### src/rtl/sha_custom_pkg.sv
// Shared encodings and state type for the custom-opcode SHA sequencer.
package sha_custom_pkg;

  localparam logic [6:0] OPC_CUSTOM0 = 7'b0001011;
  localparam logic [6:0] OPC_CUSTOM1 = 7'b0101011;
  localparam logic [6:0] OPC_CUSTOM2 = 7'b1011011;

  localparam logic [2:0] F3_LOAD_TEMP = 3'd0;
  localparam logic [2:0] F3_PLUS1     = 3'd1;

  typedef enum logic [1:0] {
    IDLE  = 2'd0,
    ISSUE = 2'd1,
    WAIT  = 2'd2,
    DONE  = 2'd3
  } state_e;

endpackage

### src/rtl/sha_custom_sequencer_timeout.sv
// Saturating WAIT-cycle counter; expire flags the last permitted cycle.
module sha_timeout_ctr #(
  parameter int unsigned TIMEOUT_CYCLES = 1024,
  parameter int unsigned CNT_W          = 10
) (
  input  logic clk,
  input  logic rst,
  input  logic clr,
  input  logic en,
  output logic expire
);

  localparam logic [CNT_W-1:0] LAST = CNT_W'(TIMEOUT_CYCLES - 1);

  logic [CNT_W-1:0] cnt_q, cnt_d;

  always_comb begin
    cnt_d = cnt_q;
    if (clr)                     cnt_d = '0;
    else if (en && cnt_q != LAST) cnt_d = cnt_q + CNT_W'(1);
  end

  always_ff @(posedge clk) begin
    if (rst) cnt_q <= '0;
    else     cnt_q <= cnt_d;
  end

  assign expire = (cnt_q == LAST);

endmodule

### src/rtl/sha_custom_sequencer.sv
// Multi-cycle sequencer for custom-0/1/2 opcodes: decode pulses, SHA launch,
// pipeline stall, flush abort, timeout and illegal-encoding reporting.
module sha_custom_sequencer
  import sha_custom_pkg::*;
#(
  parameter int unsigned NUM_MODES      = 4,
  parameter int unsigned MODE_W         = 2,
  parameter int unsigned TIMEOUT_CYCLES = 1024,
  parameter int unsigned CNT_W          = 10
) (
  input  logic              clk,
  input  logic              rst,
  input  logic              instr_valid,
  input  logic [6:0]        opcode,
  input  logic [2:0]        funct3,
  input  logic              flush,
  input  logic              sha_done,
  input  logic              err_clear,
  output logic              stall,
  output logic              start_sha,
  output logic              sha_abort,
  output logic [MODE_W-1:0] sel_mux_res_sha,
  output logic              load_temp,
  output logic              plus1,
  output logic              op_done,
  output logic              illegal_op,
  output logic              timeout_err,
  output logic              busy
);

  state_e            state_q;
  logic [MODE_W-1:0] sel_q;
  logic              load_temp_q, plus1_q, illegal_q, abort_q, op_done_q, terr_q;

  logic accept, is_c0, is_c1, is_c2, mode_ok, launch, expire, timeout_evt;

  assign accept  = (state_q == IDLE) && instr_valid && !flush;
  assign is_c0   = (opcode == OPC_CUSTOM0);
  assign is_c1   = (opcode == OPC_CUSTOM1);
  assign is_c2   = (opcode == OPC_CUSTOM2);
  assign mode_ok = ({1'b0, funct3} < 4'(NUM_MODES));
  assign launch  = accept && is_c1 && mode_ok;

  // A flush wins over both completion and expiry in the same WAIT cycle.
  assign timeout_evt = (state_q == WAIT) && !flush && !sha_done && expire;

  sha_timeout_ctr #(
    .TIMEOUT_CYCLES (TIMEOUT_CYCLES),
    .CNT_W          (CNT_W)
  ) u_timeout (
    .clk    (clk),
    .rst    (rst),
    .clr    (state_q == ISSUE),
    .en     (state_q == WAIT),
    .expire (expire)
  );

  always_ff @(posedge clk) begin
    if (rst) begin
      state_q     <= IDLE;
      sel_q       <= '0;
      load_temp_q <= 1'b0;
      plus1_q     <= 1'b0;
      illegal_q   <= 1'b0;
      abort_q     <= 1'b0;
      op_done_q   <= 1'b0;
      terr_q      <= 1'b0;
    end else begin
      load_temp_q <= 1'b0;
      plus1_q     <= 1'b0;
      illegal_q   <= 1'b0;
      abort_q     <= 1'b0;
      op_done_q   <= 1'b0;
      if (timeout_evt)    terr_q <= 1'b1;
      else if (err_clear) terr_q <= 1'b0;

      case (state_q)
        IDLE: begin
          if (accept) begin
            if (is_c0) begin
              if (funct3 == F3_LOAD_TEMP)  load_temp_q <= 1'b1;
              else if (funct3 == F3_PLUS1) plus1_q     <= 1'b1;
              else                         illegal_q   <= 1'b1;
            end else if (is_c1) begin
              if (mode_ok) begin
                sel_q   <= funct3[MODE_W-1:0];
                state_q <= ISSUE;
              end else begin
                illegal_q <= 1'b1;
              end
            end else if (is_c2) begin
              illegal_q <= 1'b1;
            end
          end
        end
        ISSUE: begin
          if (flush) begin
            state_q <= IDLE;
            abort_q <= 1'b1;
          end else begin
            state_q <= WAIT;
          end
        end
        WAIT: begin
          if (flush) begin
            state_q <= IDLE;
            abort_q <= 1'b1;
          end else if (sha_done) begin
            state_q   <= DONE;
            op_done_q <= 1'b1;
          end else if (expire) begin
            state_q <= IDLE;
            abort_q <= 1'b1;
          end
        end
        DONE:    state_q <= IDLE;
        default: state_q <= IDLE;
      endcase
    end
  end

  // start_sha is gated by flush so a flush landing in ISSUE never launches.
  assign start_sha       = (state_q == ISSUE) && !flush;
  assign stall           = (state_q == ISSUE) || (state_q == WAIT) || launch;
  assign busy            = (state_q != IDLE);
  assign sha_abort       = abort_q;
  assign sel_mux_res_sha = sel_q;
  assign load_temp       = load_temp_q;
  assign plus1           = plus1_q;
  assign op_done         = op_done_q;
  assign illegal_op      = illegal_q;
  assign timeout_err     = terr_q;

endmodule

### config.mk
export PLATFORM = sky130hd
export DESIGN_NAME = sha_custom_sequencer
export DESIGN_NICKNAME = d
export VERILOG_FILES = /design/src/rtl/sha_custom_pkg.sv /design/src/rtl/sha_custom_sequencer_timeout.sv /design/src/rtl/sha_custom_sequencer.sv
export SDC_FILE = /design/constraint.sdc
export NUM_CORES = 1
export LEC_CHECK = 0
export CELL_PAD_IN_SITES_DETAIL_PLACEMENT = 1
export CELL_PAD_IN_SITES_GLOBAL_PLACEMENT = 1
export CORE_MARGIN = 3
export CORE_UTILIZATION = 25
export CTS_BUF_LIST = sky130_fd_sc_hd__clkbuf_16
export CTS_CLUSTER_DIAMETER = 50
export CTS_CLUSTER_SIZE = 12
export DETAILED_ROUTE_END_ITERATION = 8
export PLACE_DENSITY = 0.57
export SYNTH_ARGS = -nofsm -noshare
export SYNTH_HDL_FRONTEND = slang
export SYNTH_SLANG_ARGS = --single-unit
### constraint.sdc
create_clock -name clk -period 4.3 [get_ports clk]
set_input_delay 0.43 -clock clk [delete_from_list [all_inputs] [get_ports clk]]
set_output_delay 0.43 -clock clk [all_outputs]
set_load 0.01 [all_outputs]
==> Implementation_results.wiki <==
{| class="wikitable"
! Metric !! Value
|-
| Count of buffers inserted at the top-level ports || 26
|-
| Global-route met3 utilization || 4.348%
|-
| Die width || 69.40 um
|-
| Critical Path Fanout Max || 6
|-
| Setup violations, final || 0
|-
| Initial core utilization || 26.64%
|-
| # Max-Cap Violations || 0
|-
| Post-detailed-route via-to-cell ratio || 5.011
|-
| Startpoint kind of the worst setup timing path || input pin
|-
| Most common cell after layout, fill and taps aside || sky130_fd_sc_hd__clkdlybuf4s50_1
|-
| Cell type with the largest total area after synthesis || sky130_fd_sc_hd__dfxtp_1
|-
| Capturing element type of the critical path || output pin
|-
| Synth top area share || 39.85%
|-
| Fin crit period || 2.668 ns
|-
| Placement Cell Area || 1313 um^2
|-
| Number of instances in the synthesized netlist || 115
|-
| Overall power of the completed layout || 0.4351 mW
|-
| Post-route insts no fill || 190
|-
| Setup repair after global routing missed its margin || false
|-
| Fraction of power consumed by sequential logic || 43.2%
|-
| Post-Place Setup Slack || 1.630 ns
|-
| Clock tree from TritonCTS || done
|-
| Via count of the first global-routing pass || 997
|-
| Antenna cell count || 0
|-
| Number of buffers between clock root and the deepest sink || 2
|-
| Number of synthesized flops with an enable pin || 0
|-
| Switching power share of the total || 21.96%
|-
| Count of H-tree levels built during CTS || 1
|-
| Syn Area/Cell || 8.737 um^2
|-
| Largest net degree at the start of global routing || 12
|-
| GPL Wtd Cong || 0.7620
|-
| Start point of the worst min-delay path || u_timeout.cnt_q[1]$_SDFFE_PP0P_
|-
| Highest ir drop seen on vdd || 0.1095 mV
|-
| Endpoints failing hold || 0
|-
| Worst r2r path cells || 6
|-
| Post CTS Setup Buffer Count || 0
|-
| Setup slack after layout || 1.632 ns
|-
| Power per cell area || 312.7 nW/um^2
|-
| Final worst hold slack || 0.4983 ns
|-
| Static leakage || 0.4888 nW
|-
| R2r startpoint || state_q[0]$_SDFFE_PP0P_
|-
| Num rows || 22
|-
| Antenna viol nets, final || 0
|-
| R2R setup slack || 2.47 ns
|-
| Tcrit/Tclk final || 62.06%
|-
| Drc violations || 0
|-
| GRT Resource Usage Total || 11.91%
|-
| Sequential element share of the synthesized area || 39.85%
|-
| Post-route clock skew || 0.002432 ns
|-
| Ports || 27
|-
| Largest cells by area after synthesis || sky130_fd_sc_hd__dfxtp_1 (40%), sky130_fd_sc_hd__ha_1 (5.0%), sky130_fd_sc_hd__nor2_1 (4.9%), sky130_fd_sc_hd__a21oi_1 (4.5%), sky130_fd_sc_hd__nor2b_1 (3.1%)
|-
| Leading cell types in the layout, fill and taps excluded || sky130_fd_sc_hd__clkdlybuf4s50_1 (26), sky130_fd_sc_hd__dfxtp_1 (20), sky130_fd_sc_hd__nor2_1 (13)
|-
| Worst Tran Pin Value || 0.4294 ns
|-
| Achievable Freq || 374.8 MHz
|-
| Clock latency of the later-clocked register in the worst-skew pair || 0.25 ns
|-
| Rel. slew slack || 71.13%
|-
| Result of the run || complete, no violations
|-
| Number of warnings printed during yosys synthesis || 0
|-
| Master cell of the clock root buffer || sky130_fd_sc_hd__clkbuf_16
|-
| Worst EP arrival || 2.24 ns
|-
| Final #Nets || 163
|-
| Relative area change from synthesis to final layout || 38.48%
|-
| Cell-internal power || 0.3396 mW
|-
| Combinational cell fraction of total power || 12.3%
|-
| Vias after detailed routing || 952
|-
| Reg clk slew, reported paths || 0.06 ns
|-
| Worst endpoint required time || 3.87 ns
|-
| Worst flop-to-flop path endpoint || u_timeout.cnt_q[7]$_SDFFE_PP0P_
|-
| Distinct cells, synth || 40
|-
| DRT iter0 DRCs || 50
|-
| Detailed placement HPWL || 2135 um
|-
| Total core area || 3771 um^2
|-
| Full die area || 4816 um^2
|-
| CTS-repair resized insts || 0
|-
| Count of clock tree sinks || 20
|-
| Switching power of the nets || 0.09556 mW
|-
| Async SR Flop Fraction || 0%
|-
| Global-route wire length before repair || 4767 um
|-
| Most frequently used flop master after synthesis || sky130_fd_sc_hd__dfxtp_1
|-
| Worst hold path class || flip-flop to flip-flop
|-
| Worst hold path endpoint || u_timeout.cnt_q[1]$_SDFFE_PP0P_
|-
| Cell depth of the worst min-delay path || 2
|-
| Die height || 69.40 um
|-
| Number of antenna violations at the first check in global routing || 0
|-
| Setup Crit Path Kind || input pin to output pin
|-
| Cell area after synthesis || 1005 um^2
|-
| Number of iterations in the first detailed-routing pass || 4
|-
| Hold buffer count at cts || 0
|-
| Core utilization of the finished layout || 36.89%
|-
| Post-DR wirelength/cell || 14.26 um
|-
| Number of buffers created by CTS || 3
|-
| Sum of negative setup slack || 0 ns
|-
| Design area || 1391 um^2
|-
| Routed WL || 2709 um
|-
| Net count after synthesis || 135
|-
| # placed instances || 186
|-
| Synthesis-stage register bit count || 20
|-
| Layer with the highest usage || met2
|-
| Fraction of layout instances using a drive strength above 1 || 7.746%
|-
| Met1 usage || 15.89%
|-
| Clock network fraction of design power || 44.5%
|-
| Number of max-slew violations in the final report || 0
|-
| M2 GR Usage || 18.33%
|-
| Overflow after GRT || 0
|}
[cells in the mapped netlist, types with 3 or more instances]
cell,instances
sky130_fd_sc_hd__nor2_1,13
sky130_fd_sc_hd__nand3_1,5
sky130_fd_sc_hd__xor2_1,3
sky130_fd_sc_hd__inv_1,5
sky130_fd_sc_hd__nand2_1,5
sky130_fd_sc_hd__nor3_1,6
sky130_fd_sc_hd__dfxtp_1,20
sky130_fd_sc_hd__ha_1,4
sky130_fd_sc_hd__nor2b_1,5
sky130_fd_sc_hd__nand4_1,3
sky130_fd_sc_hd__a21oi_1,9
sky130_fd_sc_hd__a211oi_1,3
[registers in the layout, indices dropped and copies added (netlist names)]
signal and count:
state_q 2, sha_abort 1, op_done 1, load_temp 1, illegal_op 1, plus1 1, u_timeout.cnt_q 10, timeout_err 1
sel_mux_res_sha 2
[per-layer routing]
| layer | vias to the layer above | share of wire, % |
|---|---|---|
| met5 | - | 0 |
| met4 | 0 | 0.33 |
| met3 | 2 | 6.7 |
| met2 | 24 | 42 |
| met1 | 451 | 51 |
| li1 | 475 | - |
[final cells by class]
type,instances,area [um^2]
clock inverters,1,3.754
fillers,434,2380
multi-input cells,87,573.1
repair buffers,26,260.3
clock buffers,3,75.07
inverters,5,18.77
well taps,48,60.06
flip-flops and latches,20,400.4
[logic make-up after synthesis]
family,count (synthesis),share of synthesized area [%]
simple gates,55,31.88
xor+xnor,4,3.488
flops,20,39.85
compound gates,22,14.70
buf+inv,8,3.113
mux,2,1.993
fa+ha+maj,4,4.982
[power groups by stage]
stage | registers [mW] | clock network [mW] | logic (mW)
final | 0.188 | 0.194 | 0.0533
after CTS | 0.188 | 0.200 | 0.0537
after global routing | 0.188 | 0.205 | 0.0583
after floorplan | 0.192 | 0 | 0.0243
after detailed placement | 0.192 | 0 | 0.0533
after global placement | 0.192 | 0 | 0.0530
[how the worst max path moves through the flow]
stage	from	to	depth (start not counted)
after floorplan	state_q[0]$_SDFFE_PP0P_	stall	5
after global placement	flush	stall	5
after detailed placement	flush	stall	5
after CTS	flush	stall	5
after global routing	opcode[4]	stall	5
final	flush	stall	5
[critical path, stage by stage]
cell                              delay [ns]
sky130_fd_sc_hd__clkdlybuf4s50_1        0.55
sky130_fd_sc_hd__and4b_1                0.25
sky130_fd_sc_hd__and4_1                 0.23
sky130_fd_sc_hd__or2_2                  0.29
sky130_fd_sc_hd__clkdlybuf4s50_1        0.48
Power figures use the tool's default switching activity.
